File: config.mk
export PLATFORM = sky130hd
export DESIGN_NAME = tpg_mux
export DESIGN_NICKNAME = d
export VERILOG_FILES = /design/src/rtl/tpg_mux.sv
export SDC_FILE = /design/constraint.sdc
export NUM_CORES = 1
export LEC_CHECK = 0
export BUFFER_PORTS_ARGS = -buffer_cell sky130_fd_sc_hd__buf_2
export CAP_MARGIN = 10
export CORE_MARGIN = 4
export CORE_UTILIZATION = 50
export CTS_BUF_LIST = sky130_fd_sc_hd__clkbuf_8
export CTS_CLUSTER_SIZE = 16
export DETAILED_ROUTE_END_ITERATION = 16
export PLACE_DENSITY = 0.83
export SLEW_MARGIN = 20
export SYNTH_ARGS = -nofsm -noshare
export SYNTH_HDL_FRONTEND = slang
export SYNTH_SLANG_ARGS = --single-unit
File: constraint.sdc
create_clock -name axis_clk -period 2.5 [get_ports axis_clk]
set_clock_uncertainty 0.05 [all_clocks]
set_input_delay 0.5 -clock axis_clk [delete_from_list [all_inputs] [get_ports axis_clk]]
set_output_delay 0.5 -clock axis_clk [all_outputs]
set_load 0.01 [all_outputs]
File: src/rtl/tpg_mux.sv
// tpg_mux: test-pattern generator and AXI4-Stream source selector.
// Produces a gap-free raster in one of four patterns or forwards one of
// NUM_IN upstream streams.  Source and pattern changes are only applied at
// frame boundaries.  Frame/line statistics are built when TPG_STATS_EN is
// defined; otherwise the statistics outputs are tied to zero.
module tpg_mux #(
  parameter int WIDTH  = 24,
  parameter int HVALID = 640,
  parameter int VVALID = 480,
  parameter int NUM_IN = 2
) (
  input  logic                    axis_clk,
  input  logic                    rst,
  input  logic [2:0]              sel_i,
  input  logic [1:0]              pattern_i,
  input  logic [23:0]             solid_i,
  input  logic [NUM_IN-1:0]       in_axis_tvalid,
  input  logic [NUM_IN-1:0]       in_axis_tuser,
  input  logic [NUM_IN-1:0]       in_axis_tlast,
  input  logic [NUM_IN*WIDTH-1:0] in_axis_tdata,
  output logic [NUM_IN-1:0]       in_axis_tready,
  output logic                    out_axis_tvalid,
  output logic                    out_axis_tuser,
  output logic                    out_axis_tlast,
  output logic [WIDTH-1:0]        out_axis_tdata,
  input  logic                    out_axis_tready,
  output logic [15:0]             frame_count_o,
  output logic [15:0]             line_err_o,
  output logic [1:0]              status_o
);

  localparam int          BAR_W      = HVALID / 8;
  localparam logic [9:0]  H_LAST     = 10'(HVALID - 1);
  localparam logic [9:0]  V_LAST     = 10'(VVALID - 1);
  localparam logic [9:0]  BAR_LAST   = 10'(BAR_W - 1);
  localparam logic [10:0] OLINE_LAST = 11'(VVALID - 1);
  localparam logic [2:0]  NUM_SEL    = 3'(NUM_IN);

  localparam logic [1:0] PAT_COORD = 2'd0;
  localparam logic [1:0] PAT_BARS  = 2'd1;
  localparam logic [1:0] PAT_SOLID = 2'd2;
  localparam logic [1:0] PAT_CHECK = 2'd3;

  // Source selection and frame tracking state
  logic [2:0]  active_sel_q;
  logic        frame_idle_q, frame_idle_d;
  logic [10:0] oline_q, oline_d;
  logic [10:0] oline_base_s;

  // Generator state
  logic [9:0]  h_q, v_q;
  logic [9:0]  bar_cnt_q;
  logic [2:0]  bar_idx_q;
  logic [1:0]  cur_pat_q;

  // Misc combinational
  logic             gen_sel_s;
  logic             hs_s;
  logic             gen_hs_s;
  logic             switch_s;
  logic             restart_s;
  logic [2:0]       sel_norm_s;
  logic             gen_user_s;
  logic             gen_last_s;
  logic [23:0]      gen_pix_s;
  logic [WIDTH-1:0] gen_data_s;

  assign gen_sel_s  = (active_sel_q == 3'd0);
  assign hs_s       = out_axis_tvalid & out_axis_tready;
  assign gen_hs_s   = hs_s & gen_sel_s;
  // Out-of-range requests fall back to the generator.
  assign sel_norm_s = (sel_i > NUM_SEL) ? 3'd0 : sel_i;
  // The source may only change between frames, on a cycle with no transfer.
  assign switch_s   = frame_idle_q & ~hs_s;
  assign restart_s  = switch_s & (sel_norm_s == 3'd0) & (active_sel_q != 3'd0);
  assign gen_user_s = (h_q == 10'd0) && (v_q == 10'd0);
  assign gen_last_s = (h_q == H_LAST);

  // Generator pixel value for the current raster position and pattern
  always_comb begin
    gen_pix_s = 24'h000000;
    case (cur_pat_q)
      PAT_COORD: gen_pix_s = {2'b11, v_q, 2'b11, h_q};
      PAT_BARS:  gen_pix_s = {{8{bar_idx_q[2]}}, {8{bar_idx_q[1]}}, {8{bar_idx_q[0]}}};
      PAT_SOLID: gen_pix_s = solid_i;
      PAT_CHECK: gen_pix_s = {24{h_q[5] ^ v_q[5]}};
      default:   gen_pix_s = 24'h000000;
    endcase
    gen_data_s        = '0;
    gen_data_s[23:0]  = gen_pix_s;
  end

  // Output mux: generator or zero-latency passthrough of the selected input
  always_comb begin
    out_axis_tvalid = 1'b0;
    out_axis_tuser  = 1'b0;
    out_axis_tlast  = 1'b0;
    out_axis_tdata  = '0;
    in_axis_tready  = '0;
    if (rst) begin
      out_axis_tvalid = 1'b0;
    end else if (gen_sel_s) begin
      out_axis_tvalid = 1'b1;
      out_axis_tuser  = gen_user_s;
      out_axis_tlast  = gen_last_s;
      out_axis_tdata  = gen_data_s;
    end else begin
      for (int k = 0; k < NUM_IN; k++) begin
        if (active_sel_q == 3'(k + 1)) begin
          out_axis_tvalid   = in_axis_tvalid[k];
          out_axis_tuser    = in_axis_tuser[k];
          out_axis_tlast    = in_axis_tlast[k];
          out_axis_tdata    = in_axis_tdata[k*WIDTH +: WIDTH];
          in_axis_tready[k] = out_axis_tready;
        end else begin
          in_axis_tready[k] = 1'b0;
        end
      end
    end
  end

  // Frame tracker next state: a tuser beat is line 0, a tlast beat closes a line
  always_comb begin
    frame_idle_d = frame_idle_q;
    oline_d      = oline_q;
    oline_base_s = out_axis_tuser ? 11'd0 : oline_q;
    if (hs_s) begin
      if (out_axis_tuser) begin
        frame_idle_d = 1'b0;
      end else begin
        frame_idle_d = frame_idle_q;
      end
      if (out_axis_tlast) begin
        oline_d = oline_base_s + 11'd1;
        if (oline_base_s == OLINE_LAST) begin
          frame_idle_d = 1'b1;
        end else begin
          oline_d = oline_base_s + 11'd1;
        end
      end else begin
        oline_d = oline_base_s;
      end
    end else begin
      oline_d = oline_q;
    end
  end

  // Frame tracker and active source registers
  always_ff @(posedge axis_clk) begin
    if (rst) begin
      active_sel_q <= 3'd0;
      frame_idle_q <= 1'b1;
      oline_q      <= 11'd0;
    end else begin
      frame_idle_q <= frame_idle_d;
      oline_q      <= oline_d;
      if (switch_s) begin
        active_sel_q <= sel_norm_s;
      end else begin
        active_sel_q <= active_sel_q;
      end
    end
  end

  // Raster generator: advances on its own handshakes, restarts when reselected.
  // The pattern is captured as the raster enters (0,0) so it is fixed for the
  // whole frame, including while pixel (0,0) is stalled.
  always_ff @(posedge axis_clk) begin
    if (rst || restart_s) begin
      h_q       <= 10'd0;
      v_q       <= 10'd0;
      bar_cnt_q <= 10'd0;
      bar_idx_q <= 3'd0;
      cur_pat_q <= pattern_i;
    end else if (gen_hs_s) begin
      if (h_q == H_LAST) begin
        h_q       <= 10'd0;
        bar_cnt_q <= 10'd0;
        bar_idx_q <= 3'd0;
        if (v_q == V_LAST) begin
          v_q       <= 10'd0;
          cur_pat_q <= pattern_i;
        end else begin
          v_q <= v_q + 10'd1;
        end
      end else begin
        h_q <= h_q + 10'd1;
        if (bar_cnt_q == BAR_LAST) begin
          bar_cnt_q <= 10'd0;
          bar_idx_q <= bar_idx_q + 3'd1;
        end else begin
          bar_cnt_q <= bar_cnt_q + 10'd1;
        end
      end
    end else begin
      h_q <= h_q;
    end
  end

`ifdef TPG_STATS_EN
  localparam logic [10:0] COL_LAST = 11'(HVALID - 1);
  localparam logic [10:0] COL_FULL = 11'(HVALID);

  logic [10:0] ocol_q, ocol_d;
  logic [10:0] col_base_s;
  logic        line_ovf_q, line_ovf_d;
  logic        ovf_base_s;
  logic        col_err_s;
  logic [15:0] frame_cnt_q;
  logic [15:0] line_err_q;
  logic        err_sticky_q;

  // Column tracking; an over-long line is flagged once, its tlast is not recounted
  always_comb begin
    col_base_s = out_axis_tuser ? 11'd0 : ocol_q;
    ovf_base_s = out_axis_tuser ? 1'b0 : line_ovf_q;
    ocol_d     = ocol_q;
    line_ovf_d = line_ovf_q;
    col_err_s  = 1'b0;
    if (hs_s) begin
      if (out_axis_tlast) begin
        ocol_d     = 11'd0;
        line_ovf_d = 1'b0;
        col_err_s  = (col_base_s != COL_LAST) & ~ovf_base_s;
      end else if (col_base_s == COL_LAST) begin
        ocol_d     = COL_FULL;
        line_ovf_d = 1'b1;
        col_err_s  = 1'b1;
      end else if (col_base_s == COL_FULL) begin
        ocol_d     = COL_FULL;
        line_ovf_d = ovf_base_s;
      end else begin
        ocol_d     = col_base_s + 11'd1;
        line_ovf_d = ovf_base_s;
      end
    end else begin
      col_err_s = 1'b0;
    end
  end

  // Statistics counters and sticky line-error flag
  always_ff @(posedge axis_clk) begin
    if (rst) begin
      ocol_q       <= 11'd0;
      line_ovf_q   <= 1'b0;
      frame_cnt_q  <= 16'd0;
      line_err_q   <= 16'd0;
      err_sticky_q <= 1'b0;
    end else begin
      ocol_q     <= ocol_d;
      line_ovf_q <= line_ovf_d;
      if (hs_s && out_axis_tuser) begin
        frame_cnt_q <= frame_cnt_q + 16'd1;
      end else begin
        frame_cnt_q <= frame_cnt_q;
      end
      if (col_err_s) begin
        line_err_q   <= line_err_q + 16'd1;
        err_sticky_q <= 1'b1;
      end else begin
        line_err_q   <= line_err_q;
      end
    end
  end

  assign frame_count_o = frame_cnt_q;
  assign line_err_o    = line_err_q;
  assign status_o      = {err_sticky_q, frame_idle_q};
`else
  assign frame_count_o = 16'd0;
  assign line_err_o    = 16'd0;
  assign status_o      = {1'b0, frame_idle_q};
`endif

endmodule

==> results of run 1 <==
[per-layer routing]
layer | global-route usage, % | wire length [um] | up-vias
met5 | 0 | 0 | -
met4 | 7.820 | 230 | 0
met3 | 3.362 | 777 | 22
met2 | 47.44 | 6154 | 168
met1 | 27.30 | 4716 | 1982
li1 | - | - | 2041
[worst max-delay path by stage]
stage                                      start                  to  slack [ns]  depth (start not counted)
final                     cur_pat_q[1]$_DFFE_PP_  out_axis_tdata[15]       -0.01                          8
after global routing      cur_pat_q[0]$_DFFE_PP_   out_axis_tdata[6]       -0.14                          9
after CTS                    v_q[5]$_SDFFE_PP0P_   out_axis_tdata[0]       -0.03                          8
after detailed placement  cur_pat_q[0]$_DFFE_PP_  out_axis_tdata[13]        0.07                          7
after global placement       h_q[5]$_SDFFE_PP0N_  out_axis_tdata[13]        0.07                          7
after floorplan              v_q[5]$_SDFFE_PP0P_  out_axis_tdata[13]        0.02                          8
[per-stage QoR]
stage | instance area, um2 | TNS (ns) | worst slack [ns] | cells
6_report | 4795 | -0.01266 | -0.01266 | 750
3_3_place_gp | 4533 | 0 | 0.07092 | 738
5_1_grt | 4795 | -1.578 | -0.1395 | 750
3_5_place_dp | 4533 | 0 | 0.06972 | 738
2_1_floorplan | 3994 | 0 | 0.01894 | 558
4_1_cts | 4697 | -0.1251 | -0.02857 | 747
[cells by family after synthesis]
group | after synthesis
flops | 50
mux | 1
compound gates | 154
buf+inv | 98
simple gates | 184
other cells | 1
xor+xnor | 32
fa+ha+maj | 6
[worst max-delay path, cell delays in order, from the launching register on]
cell and delay [ns]:
edfxtp_1 0.45, inv_1 0.11, nand2_1 0.13, o21a_4 0.26
buf_4 0.15, a21oi_1 0.18, o21a_1 0.18, nor4_2 0.05
buf_2 0.15
[cell usage after synthesis (4+ instances only)]
cell       count
a2111oi_0      4
a21o_1         5
a21oi_1       77
a221oi_1       4
and3_1        14
buf_2          6
buf_4         35
clkbuf_1      18
dfxtp_1       48
ha_1           6
inv_1         32
nand2_1       30
nand3_1       22
nand4_1        8
nor2_1        54
nor3_1        12
nor4_1        14
o21a_1        18
o21ai_0       26
xnor2_1       13
xor2_1        19
[cell type report]
| type | instances | share of cell area, % |
|---|---|---|
| timing repair buffer | 150 | 18.06 |
| clock inverter | 3 | 0.9134 |
| inverter | 33 | 2.584 |
| tap | 99 | 2.584 |
| clock buffer | 5 | 1.435 |
| sequential | 50 | 21.37 |
| multi-input combinational | 410 | 53.05 |
[power groups by stage]
stage / Clock (mW) / Sequential, mW / Combinational [mW]
2_1_floorplan: 0 / 0.835 / 0.308
3_3_place_gp: 0 / 0.836 / 0.447
3_5_place_dp: 0 / 0.837 / 0.454
4_1_cts: 0.587 / 0.818 / 0.471
5_1_grt: 0.621 / 0.821 / 0.542
6_report: 0.577 / 0.819 / 0.496
[sequential cells by signal, indices dropped and copies added (netlist names)]
| name | cells |
|---|---|
| bar_cnt_q | 10 |
| oline_q | 11 |
| frame_idle_q | 1 |
| bar_idx_q | 3 |
| active_sel_q | 3 |
| h_q | 10 |
| v_q | 10 |
| cur_pat_q | 2 |
[repair_timing]
item | in CTS | in global routing
setup endpoints to repair | 14 | 22
gates resized for setup | 16 | 21
cloned | 0 | 1
setup buffers | 1 | 2
pin swaps | 11 | 12
==> flow_results.xml, run 1 <==
<?xml version="1.0" encoding="UTF-8"?>
<metrics>
  <group name="detailed_routing">
    <metric name="finalWirelength" unit="um">11880</metric>
    <metric name="route.vias.total" unit="">4213</metric>
    <metric name="remaining_drc_errors" unit="">0</metric>
    <metric name="drt-pass1-iter-count" unit="">4</metric>
    <metric name="post_drt_wl_per_cell" unit="um">15.84</metric>
    <metric name="first_iter_violations" unit="">225</metric>
    <metric name="antenna_violating_nets_post_route" unit="">0</metric>
    <metric name="route.detailed.vias_per_inst" unit="">5.617</metric>
  </group>
  <group name="grt">
    <metric name="pin_count_of_the_biggest_net_entering_global_routing" unit="">35</metric>
    <metric name="antenna_found_initial" unit="">0</metric>
    <metric name="grt_first_pass_wirelength" unit="um">18030</metric>
    <metric name="globalRouteOverflowTotal" unit="">0</metric>
    <metric name="first_global_vias" unit="">3938</metric>
    <metric name="grtUsageTotal" unit="%">24.58</metric>
  </group>
  <group name="setup_path">
    <metric name="critical_path.startpoint_type" unit="">register</metric>
    <metric name="r2r_end" unit="">oline_q[4]$_SDFFE_PP0P_</metric>
    <metric name="worstPathMaxFanout" unit="">7</metric>
    <metric name="reg2reg_from" unit="">active_sel_q[0]$_SDFFE_PP0N_</metric>
    <metric name="timing_worst_setup_path_type" unit="">reg -&gt; out</metric>
    <metric name="worst-r2r-cell-count" unit="">7</metric>
    <metric name="cp_data_required_time" unit="ns">1.95</metric>
    <metric name="worst-r2r-setup-slack" unit="ns">0.15</metric>
    <metric name="arrival" unit="ns">1.96</metric>
    <metric name="timing.critical_path.to_type" unit="">output pin</metric>
  </group>
  <group name="cts">
    <metric name="cts.reportedPaths.clkPinSlew" unit="ns">0.10</metric>
    <metric name="cts_sinks" unit="">50</metric>
    <metric name="cts-buffers-inserted" unit="">5</metric>
    <metric name="clock_tree.htree_level_count" unit="">2</metric>
    <metric name="cts_buffer_depth" unit="">2</metric>
    <metric name="cts-hold-fix-buffers" unit="">0</metric>
    <metric name="clockRootBuffer" unit="">clkbuf_8</metric>
    <metric name="cts_tree" unit="">yes</metric>
    <metric name="worst_skew_late_latency" unit="ns">0.30</metric>
  </group>
  <group name="hold_path">
    <metric name="hold_end" unit="">cur_pat_q[0]$_DFFE_PP_</metric>
    <metric name="hold_start" unit="">pattern_i[0]</metric>
    <metric name="timing.hold.worst.class" unit="">in -&gt; reg</metric>
    <metric name="hold_depth" unit="">1</metric>
  </group>
  <group name="place">
    <metric name="place.gp.congestion" unit="">0.9241</metric>
    <metric name="hpwlAfterDp" unit="um">9160</metric>
    <metric name="numPortBuffers" unit="">115</metric>
  </group>
  <group name="logic_synthesis">
    <metric name="synthAdderAreaFrac" unit="%">1.938</metric>
    <metric name="share_of_the_synthesized_area_in_the_top_cell_type" unit="%">24.81</metric>
    <metric name="ys.warnings.count" unit="">0</metric>
    <metric name="yosys.cell_types.count" unit="">64</metric>
    <metric name="average_footprint_of_a_synthesized_cell" unit="um2">7.364</metric>
    <metric name="netlist.top_cell.by_area" unit="">dfxtp_1</metric>
    <metric name="synth_sequential_area_ratio" unit="%">26.36</metric>
    <metric name="synth_top_cells_by_area" unit="">dfxtp_1 25%, a21oi_1 9.9%, buf_4 6.8%</metric>
    <metric name="yosys.area_share.xor_xnor" unit="%">7.235</metric>
    <metric name="synth_edf_count" unit="">2</metric>
    <metric name="synth.area.mux_share" unit="%">0.2584</metric>
    <metric name="yosys_most_used_dff" unit="">dfxtp_1</metric>
    <metric name="syn-instance-count" unit="">526</metric>
    <metric name="synth_top_family_by_area" unit="">simple AND/OR/NAND/NOR gates</metric>
    <metric name="synthesized_area_fraction_occupied_by_ao_oa_aoi_and_oai_cells" unit="%">24.58</metric>
    <metric name="async_flop_share" unit="%">0</metric>
    <metric name="synth.cell_area" unit="um2">3874</metric>
    <metric name="post_synth_and_or_nand_nor_area_fraction" unit="%">25.87</metric>
    <metric name="register_bit_total_from_synthesis" unit="">50</metric>
  </group>
  <group name="pwr">
    <metric name="p_comb_share" unit="%">26.2</metric>
    <metric name="peakVddDrop" unit="mV">0.3442</metric>
    <metric name="power" unit="mW">1.893</metric>
    <metric name="intPower" unit="mW">1.322</metric>
    <metric name="power.density_cell_area" unit="nW/um2">394.8</metric>
    <metric name="p_clk_share" unit="%">30.5</metric>
    <metric name="power.leakage" unit="nW">2.182</metric>
    <metric name="sw_frac_of_total" unit="%">30.16</metric>
    <metric name="total_switching_power" unit="mW">0.5709</metric>
    <metric name="pwr-share-seq" unit="%">43.3</metric>
  </group>
  <group name="cells_and_area">
    <metric name="layout-area-overhead-vs-synth" unit="%">23.77</metric>
    <metric name="nets" unit="">742</metric>
    <metric name="finish.utilization" unit="%">64.72</metric>
    <metric name="final.fill_count" unit="">666</metric>
    <metric name="final-seq-area" unit="um2">1025</metric>
    <metric name="mostFrequentLayoutCells" unit="">115 x buf_2, 77 x a21oi_1, 54 x nor2_1</metric>
    <metric name="multi_input_comb_area" unit="um2">2544</metric>
    <metric name="post_route_cells_drive_above_1_share" unit="%">30.11</metric>
    <metric name="final_common_cell" unit="">buf_2</metric>
    <metric name="num_antenna_cells" unit="">0</metric>
  </group>
  <group name="sta">
    <metric name="finalSetupViolations" unit="">1</metric>
    <metric name="fmaxAchievable" unit="MHz">398.0</metric>
    <metric name="period_share" unit="%">100.5</metric>
    <metric name="fin_worst_hold_slack" unit="ns">0.3300</metric>
    <metric name="rsz0062_at_grt" unit="">yes</metric>
    <metric name="min_period" unit="ns">2.513</metric>
    <metric name="timing_max_transition_violations_final" unit="">0</metric>
    <metric name="worst_relative_slew_slack" unit="%">63.33</metric>
    <metric name="worst_slew_pin_slew" unit="ns">0.5460</metric>
    <metric name="final_worst_slack" unit="ns">-0.01266</metric>
    <metric name="finalHoldViolations" unit="">0</metric>
  </group>
  <group name="die">
    <metric name="dieWidth" unit="um">96.02</metric>
    <metric name="ioPinCount" unit="">149</metric>
    <metric name="design.die.area" unit="um2">9220</metric>
    <metric name="die-height" unit="um">96.02</metric>
    <metric name="core.rowCount" unit="">31</metric>
    <metric name="initial_utilization" unit="%">52.29</metric>
    <metric name="core-area" unit="um2">7408</metric>
  </group>
  <group name="outcome">
    <metric name="failed_checks" unit="">setup timing</metric>
    <metric name="status" unit="">finished, violations left</metric>
  </group>
  <group name="flow_run">
    <metric name="max-cap-violations" unit="">0</metric>
  </group>
</metrics>
Power figures use the tool's default switching activity.
==> inputs of run 2 (changes only) <==
- ABC_AREA: not set -> 1
- GPL_TIMING_DRIVEN: not set -> 1
- TNS_END_PERCENT: not set -> 5
==> run 2 against run 1 <==
The flow now finishes without violations. Maximum frequency up 5.4%. Final area fell by 0.39%. Area after synthesis rose by 5.3%. Combinational power up 43%. Worst hold slack got worse by 0.0052 ns. Register-to-register slack better by 0.11 ns. Cell count is 16% higher. Die area up 4.8%. Critical path depth increased by 1. First-iteration DRC count increased by 11%. Clock power shrank 3%. Non-clock buffer count decreased by 22. Largest power group unchanged.
==> flow_results.xml, run 2 <==
<?xml version="1.0" encoding="UTF-8"?>
<metrics>
  <group name="outcome">
    <metric name="status" unit="">completed</metric>
  </group>
  <group name="cells_and_area">
    <metric name="finish.utilization" unit="%">60.86</metric>
    <metric name="nets" unit="">860</metric>
    <metric name="layout-area-overhead-vs-synth" unit="%">17.09</metric>
    <metric name="num_antenna_cells" unit="">0</metric>
    <metric name="post_route_cells_drive_above_1_share" unit="%">24.06</metric>
    <metric name="final_common_cell" unit="">nand2_1</metric>
    <metric name="largest_register_ffs" unit="">11</metric>
    <metric name="mostFrequentLayoutCells" unit="">138 x nand2_1, 115 x buf_2, 82 x inv_1</metric>
    <metric name="largest_register" unit="">oline_q</metric>
    <metric name="layout.cell_area.non_filler" unit="um2">4776</metric>
  </group>
  <group name="hold_path">
    <metric name="hold_start" unit="">pattern_i[1]</metric>
    <metric name="timing.hold.worst.class" unit="">in -&gt; reg</metric>
  </group>
  <group name="sta">
    <metric name="period_share" unit="%">95.33</metric>
    <metric name="worst_slew_pin_slew" unit="ns">0.4935</metric>
    <metric name="rsz0062_at_grt" unit="">yes</metric>
    <metric name="worst_relative_slew_slack" unit="%">66.80</metric>
    <metric name="min_period" unit="ns">2.383</metric>
    <metric name="timing_max_transition_violations_final" unit="">0</metric>
    <metric name="finalHoldViolations" unit="">0</metric>
    <metric name="finalSetupViolations" unit="">0</metric>
    <metric name="fmaxAchievable" unit="MHz">419.6</metric>
    <metric name="total_negative_setup_slacks" unit="ns">0</metric>
  </group>
  <group name="cts">
    <metric name="cts_buffer_depth" unit="">2</metric>
    <metric name="cts-hold-fix-buffers" unit="">0</metric>
    <metric name="cts_tree" unit="">yes</metric>
    <metric name="clock_tree.htree_level_count" unit="">2</metric>
    <metric name="worst_skew_late_latency" unit="ns">0.31</metric>
    <metric name="cts-buffers-inserted" unit="">5</metric>
    <metric name="clockRootBuffer" unit="">clkbuf_8</metric>
    <metric name="cts.reportedPaths.clkPinSlew" unit="ns">0.09</metric>
    <metric name="cts_sinks" unit="">50</metric>
  </group>
  <group name="place">
    <metric name="numPortBuffers" unit="">115</metric>
    <metric name="place.gp.congestion" unit="">0.9616</metric>
    <metric name="hpwlAfterDp" unit="um">9438</metric>
    <metric name="dpl_cell_area" unit="um2">4634</metric>
  </group>
  <group name="pwr">
    <metric name="power.leakage" unit="nW">2.411</metric>
    <metric name="peakVddDrop" unit="mV">0.2392</metric>
    <metric name="power.density_cell_area" unit="nW/um2">440.7</metric>
  </group>
  <group name="setup_path">
    <metric name="critical_path.startpoint_type" unit="">register</metric>
    <metric name="worstPathMaxFanout" unit="">11</metric>
    <metric name="cp_data_required_time" unit="ns">1.95</metric>
    <metric name="reg2reg_from" unit="">active_sel_q[0]$_SDFFE_PP0N_</metric>
    <metric name="timing.critical_path.to_type" unit="">output pin</metric>
    <metric name="timing_worst_setup_path_type" unit="">reg -&gt; out</metric>
    <metric name="worst_setup_path_startpoint" unit="">cur_pat_q[1]$_DFFE_PP_</metric>
    <metric name="arrival" unit="ns">1.83</metric>
  </group>
  <group name="die">
    <metric name="dieWidth" unit="um">98.32</metric>
    <metric name="design.die.area" unit="um2">9667</metric>
    <metric name="initial_utilization" unit="%">51.98</metric>
    <metric name="ioPinCount" unit="">149</metric>
    <metric name="core-area" unit="um2">7848</metric>
    <metric name="core.rowCount" unit="">32</metric>
    <metric name="die-height" unit="um">98.32</metric>
  </group>
  <group name="logic_synthesis">
    <metric name="yosys.cell_types.count" unit="">38</metric>
    <metric name="synthMostInstantiatedCell" unit="">nand2_1</metric>
    <metric name="synth_top_cells_by_area" unit="">dfxtp_1 24%, nand2_1 13%, inv_1 8.0%</metric>
    <metric name="average_footprint_of_a_synthesized_cell" unit="um2">6.199</metric>
    <metric name="synth_sequential_area_ratio" unit="%">25.03</metric>
    <metric name="share_of_the_synthesized_area_in_the_top_cell_type" unit="%">23.56</metric>
    <metric name="synth.cell_area" unit="um2">4079</metric>
    <metric name="synth_edf_count" unit="">2</metric>
    <metric name="async_flop_share" unit="%">0</metric>
    <metric name="netlist.top_cell.by_area" unit="">dfxtp_1</metric>
    <metric name="syn-instance-count" unit="">658</metric>
    <metric name="yosys_most_used_dff" unit="">dfxtp_1</metric>
    <metric name="register_bit_total_from_synthesis" unit="">50</metric>
    <metric name="synth.cells.most_frequent" unit="">138 x nand2_1, 87 x inv_1, 58 x nand3_1</metric>
    <metric name="ys.warnings.count" unit="">0</metric>
  </group>
  <group name="detailed_routing">
    <metric name="post_drt_wl_per_cell" unit="um">13.26</metric>
    <metric name="remaining_drc_errors" unit="">0</metric>
    <metric name="first_iter_violations" unit="">249</metric>
    <metric name="drt-pass1-iter-count" unit="">5</metric>
    <metric name="antenna_violating_nets_post_route" unit="">0</metric>
    <metric name="route.vias.total" unit="">4584</metric>
    <metric name="finalWirelength" unit="um">11550</metric>
    <metric name="route.detailed.vias_per_inst" unit="">5.263</metric>
  </group>
  <group name="grt">
    <metric name="grtUsageTotal" unit="%">23.20</metric>
    <metric name="antenna_found_initial" unit="">0</metric>
    <metric name="pin_count_of_the_biggest_net_entering_global_routing" unit="">29</metric>
    <metric name="first_global_vias" unit="">4399</metric>
    <metric name="globalRouteOverflowTotal" unit="">0</metric>
    <metric name="grt_first_pass_wirelength" unit="um">19260</metric>
  </group>
  <group name="flow_run">
    <metric name="max-cap-violations" unit="">0</metric>
  </group>
</metrics>
==> run 2: cell count changes in the layout (fill, tap and decap cells not counted), moves of 17 or more <==
cell and change:
nand3_1 +36, a221oi_1 +20, buf_4 -17, inv_1 +52, nor3_1 +29, nand2_1 +109
a21oi_1 -35
==> run 2: cells by family after synthesis <==
| group | synth area share (%) |
|---|---|
| DFF | 25.03 |
| xor gates and xnor gates | 0.6443 |
| AOI/OAI and AO/OA | 15.61 |
| muxes | 0.2454 |
| adders and majority gates | 1.840 |
| other | 0.09194 |
| buffers and inverters | 17.88 |
| and+or+nand+nor | 38.65 |
==> run 2: where the power goes <==
part | leakage (nW) | internal (mW) | switching [mW]
Clock | 0.0599 | 0.296 | 0.266
Sequential | 0.408 | 0.819 | 0.0176
Combinational | 1.94 | 0.258 | 0.449
==> run 2: worst paths after layout <==
path,endpoint,slack [ns],depth (start not counted)
worst max-delay path,out_axis_tdata[19],0.12,9
worst min register to register,active_sel_q[2]$_SDFFE_PP0N_,0.45,2
worst max register to register,v_q[7]$_SDFFE_PP0P_,0.26,11
worst min-delay path,cur_pat_q[1]$_DFFE_PP_,0.32,1
==> run 2: area by class of cell <==
cell class                      count  area [um2]
Multi-Input combinational cell    482        2464
Fill cell                         781        3072
Tap cell                          102       127.6
Inverter                          101       379.1
Timing Repair Buffer              128       673.1
Clock buffer                        5       68.82
Sequential cell                    50        1023
Clock inverter                      3       40.04
==> run 2: layer usage <==
metal  wire length [um]  up-vias  GRT usage (%)
met2               5739      166          41.03
li1                   -     2337              -
met3                786       19          3.500
met4                226        0          7.248
met5                  0        -              0
met1               4794     2062          28.88
==> run 2: what timing repair did <==
action,in CTS,in global routing
gates resized for setup,2,10
pin swaps,0,1
setup buffers,0,2
endpoints found under the setup margin,7,20
==> run 2: critical path, stage by stage (launching register included) <==
cell	delay (ns)
edfxtp_1	0.45
nand3_1	0.13
a21oi_2	0.04
inv_2	0.14
nand2_1	0.13
inv_1	0.18
nand2_1	0.07
a21oi_1	0.18
nor3_1	0.06
buf_2	0.15
==> run 2: stage by stage <==
step                std cells  worst slack, ns  power (mW)  hold WS (ns)
global route              871         -0.03860       2.233        0.3128
global placement          861           0.3098       1.533        0.4239
CTS                       869          0.03488       2.114        0.3144
finish                    871           0.1167       2.105        0.3248
detailed placement        861           0.2319       1.546        0.4364
floorplan                 690           0.4352       1.353        0.4042
==> inputs of run 3 (changes only) <==
- ABC_AREA: 1 -> not set
- HOLD_SLACK_MARGIN: not set -> 0.12
==> run 3 against run 2 <==
Final area fell by 0.63%. Cell count fell by 14%. Non-clock buffer count rose by 19. Worst setup slack got worse by 0.11 ns. Clock power rose by 3%. Flip-flop and latch count did not move. Utilization rose by 3.2 points. Total power fell by 11%. Die area fell by 4.6%. Combinational power fell by 31%. Global-route usage rose by 1.4 points. First-iteration DRC count fell by 27%. Critical endpoint is now out_axis_tdata[15]. Largest cell class unchanged. Largest power group unchanged.
==> flow_results.xml, run 3 (synthesis results as in run 1) <==
<?xml version="1.0" encoding="UTF-8"?>
<metrics>
  <group name="cts">
    <metric name="cts-hold-fix-buffers" unit="">0</metric>
    <metric name="cts.reportedPaths.clkPinSlew" unit="ns">0.09</metric>
    <metric name="cts_buffer_depth" unit="">2</metric>
    <metric name="clock_tree.htree_level_count" unit="">2</metric>
    <metric name="cts-buffers-inserted" unit="">5</metric>
    <metric name="worst_skew_late_latency" unit="ns">0.30</metric>
    <metric name="clockRootBuffer" unit="">clkbuf_8</metric>
    <metric name="cts_sinks" unit="">50</metric>
    <metric name="cts_tree" unit="">yes</metric>
  </group>
  <group name="cells_and_area">
    <metric name="nets" unit="">739</metric>
    <metric name="final_common_cell" unit="">buf_2</metric>
    <metric name="num_antenna_cells" unit="">0</metric>
    <metric name="largest_register" unit="">oline_q</metric>
    <metric name="mostFrequentLayoutCells" unit="">115 x buf_2, 77 x a21oi_1, 53 x nor2_1</metric>
    <metric name="layout-area-overhead-vs-synth" unit="%">22.51</metric>
    <metric name="largest_register_ffs" unit="">11</metric>
    <metric name="post_route_cells_drive_above_1_share" unit="%">29.01</metric>
    <metric name="finish.utilization" unit="%">64.06</metric>
    <metric name="fin_cells" unit="">747</metric>
    <metric name="layout.cell_area.non_filler" unit="um2">4746</metric>
  </group>
  <group name="setup_path">
    <metric name="critical_path.max_stage_delay" unit="ns">0.44</metric>
    <metric name="cp_data_required_time" unit="ns">1.95</metric>
    <metric name="critical-path-slowest-cell" unit="">edfxtp_1</metric>
    <metric name="timing_worst_setup_path_type" unit="">reg -&gt; out</metric>
    <metric name="arrival" unit="ns">1.94</metric>
    <metric name="worstPathMaxFanout" unit="">7</metric>
    <metric name="critical_path.startpoint_type" unit="">register</metric>
    <metric name="timing.critical_path.to_type" unit="">output pin</metric>
    <metric name="critical_path.cell_chain" unit="">inv_1 -&gt; nand2_1 -&gt; o21a_4 -&gt; buf_4 -&gt; a21oi_1 -&gt; o21a_1 -&gt; nor4_2 -&gt; buf_2</metric>
  </group>
  <group name="pwr">
    <metric name="peakVddDrop" unit="mV">0.3442</metric>
    <metric name="power.density_cell_area" unit="nW/um2">396.9</metric>
    <metric name="p_clk_share" unit="%">30.7</metric>
    <metric name="p_comb_share" unit="%">25.8</metric>
    <metric name="total_switching_power" unit="mW">0.5683</metric>
    <metric name="sw_frac_of_total" unit="%">30.17</metric>
    <metric name="intPower" unit="mW">1.315</metric>
    <metric name="pwr-share-seq" unit="%">43.5</metric>
    <metric name="power.leakage" unit="nW">2.157</metric>
  </group>
  <group name="sta">
    <metric name="fin_worst_hold_slack" unit="ns">0.3306</metric>
    <metric name="min_period" unit="ns">2.491</metric>
    <metric name="rsz0062_at_grt" unit="">yes</metric>
    <metric name="total_negative_setup_slacks" unit="ns">0</metric>
    <metric name="period_share" unit="%">99.64</metric>
    <metric name="worst_relative_slew_slack" unit="%">63.27</metric>
    <metric name="timing_max_transition_violations_final" unit="">0</metric>
    <metric name="fmaxAchievable" unit="MHz">401.4</metric>
    <metric name="finalHoldViolations" unit="">0</metric>
    <metric name="worst_slew_pin_slew" unit="ns">0.5468</metric>
    <metric name="finalSetupViolations" unit="">0</metric>
  </group>
  <group name="place">
    <metric name="hpwlAfterDp" unit="um">9160</metric>
    <metric name="numPortBuffers" unit="">115</metric>
    <metric name="place.gp.congestion" unit="">0.9241</metric>
    <metric name="dpl_cell_area" unit="um2">4533</metric>
    <metric name="place_inst" unit="">738</metric>
  </group>
  <group name="die">
    <metric name="ioPinCount" unit="">149</metric>
    <metric name="design.die.area" unit="um2">9220</metric>
    <metric name="core-area" unit="um2">7408</metric>
    <metric name="core.rowCount" unit="">31</metric>
    <metric name="die-height" unit="um">96.02</metric>
    <metric name="initial_utilization" unit="%">52.29</metric>
    <metric name="dieWidth" unit="um">96.02</metric>
  </group>
  <group name="grt">
    <metric name="grt_first_pass_wirelength" unit="um">18030</metric>
    <metric name="grtUsageTotal" unit="%">24.58</metric>
    <metric name="pin_count_of_the_biggest_net_entering_global_routing" unit="">35</metric>
    <metric name="antenna_found_initial" unit="">0</metric>
    <metric name="globalRouteOverflowTotal" unit="">0</metric>
    <metric name="first_global_vias" unit="">3940</metric>
  </group>
  <group name="detailed_routing">
    <metric name="remaining_drc_errors" unit="">0</metric>
    <metric name="antenna_violating_nets_post_route" unit="">0</metric>
    <metric name="route.detailed.vias_per_inst" unit="">5.639</metric>
    <metric name="finalWirelength" unit="um">11740</metric>
    <metric name="drt-pass1-iter-count" unit="">4</metric>
    <metric name="first_iter_violations" unit="">181</metric>
    <metric name="route.vias.total" unit="">4212</metric>
    <metric name="post_drt_wl_per_cell" unit="um">15.72</metric>
  </group>
  <group name="hold_path">
    <metric name="timing.hold.worst.class" unit="">in -&gt; reg</metric>
  </group>
  <group name="outcome">
    <metric name="status" unit="">completed</metric>
  </group>
  <group name="flow_run">
    <metric name="max-cap-violations" unit="">0</metric>
  </group>
</metrics>
[run 3: cell types whose count changed in the layout (fill, tap and decap cells not counted), sizes merged, moves of 10 or more]
cell / change
nand3: -38
a221oi: -20
a21oi: +34
inv: -68
buf: +19
nor4: +14
xnor2: +13
and3: +14
nor3: -28
o21a: +18
nor2: -10
xor2: +16
nand2: -117
[run 3: final cells by class]
cell class | count | area (um2)
Fill cell | 673 | 2663
Multi-Input combinational cell | 410 | 2524
Sequential cell | 50 | 1022
Timing Repair Buffer | 147 | 839.6
Inverter | 33 | 123.9
Tap cell | 99 | 123.9
Clock buffer | 5 | 68.82
Clock inverter | 3 | 43.79
[run 3: worst paths after layout]
check	startpoint	endpoint	slack (ns)	depth (start not counted)
setup reg to reg	active_sel_q[1]$_SDFFE_PP0N_	oline_q[4]$_SDFFE_PP0P_	0.21	6
setup / recovery	cur_pat_q[1]$_DFFE_PP_	out_axis_tdata[15]	0.009	8
hold reg to reg	bar_idx_q[1]$_SDFFE_PP0P_	bar_idx_q[1]$_SDFFE_PP0P_	0.48	2
hold / removal	pattern_i[0]	cur_pat_q[0]$_DFFE_PP_	0.33	1
[run 3: routing by layer]
layer,share of wire (%),vias to the layer above,track usage (%)
met4,2.3,0,7.820
met2,52,149,47.44
met1,40,2004,27.30
met3,6.2,26,3.362
met5,0,-,0
li1,-,2033,-
[run 3: power by group through the flow]
stage	logic (mW)	clock network, mW	registers [mW]
5_1_grt	0.531	0.621	0.820
3_3_place_gp	0.447	0	0.836
2_1_floorplan	0.308	0	0.835
4_1_cts	0.471	0.587	0.818
6_report	0.486	0.579	0.819
3_5_place_dp	0.454	0	0.837
[run 3: timing repair]
item | in CTS | in global routing
gates resized for setup | 16 | 10
buffers inserted | 1 | 0
endpoints found under the setup margin | 14 | 22
pin swaps | 11 | 4
gates cloned | 0 | 0
[run 3: stage by stage]
step                      power, mW  worst slack (ns)
after global placement        1.283           0.07092
after CTS                     1.876          -0.02857
after floorplan               1.143           0.01894
after detailed placement      1.290           0.06972
final                         1.883          0.008998
after global routing          1.973           -0.1086
[run 3: critical path: cells and delay by family (launching register included)]
kind            cells  cell delay, ns
buf+inv             3            0.42
flops               1            0.44
simple gates        2            0.19
compound gates      3            0.60
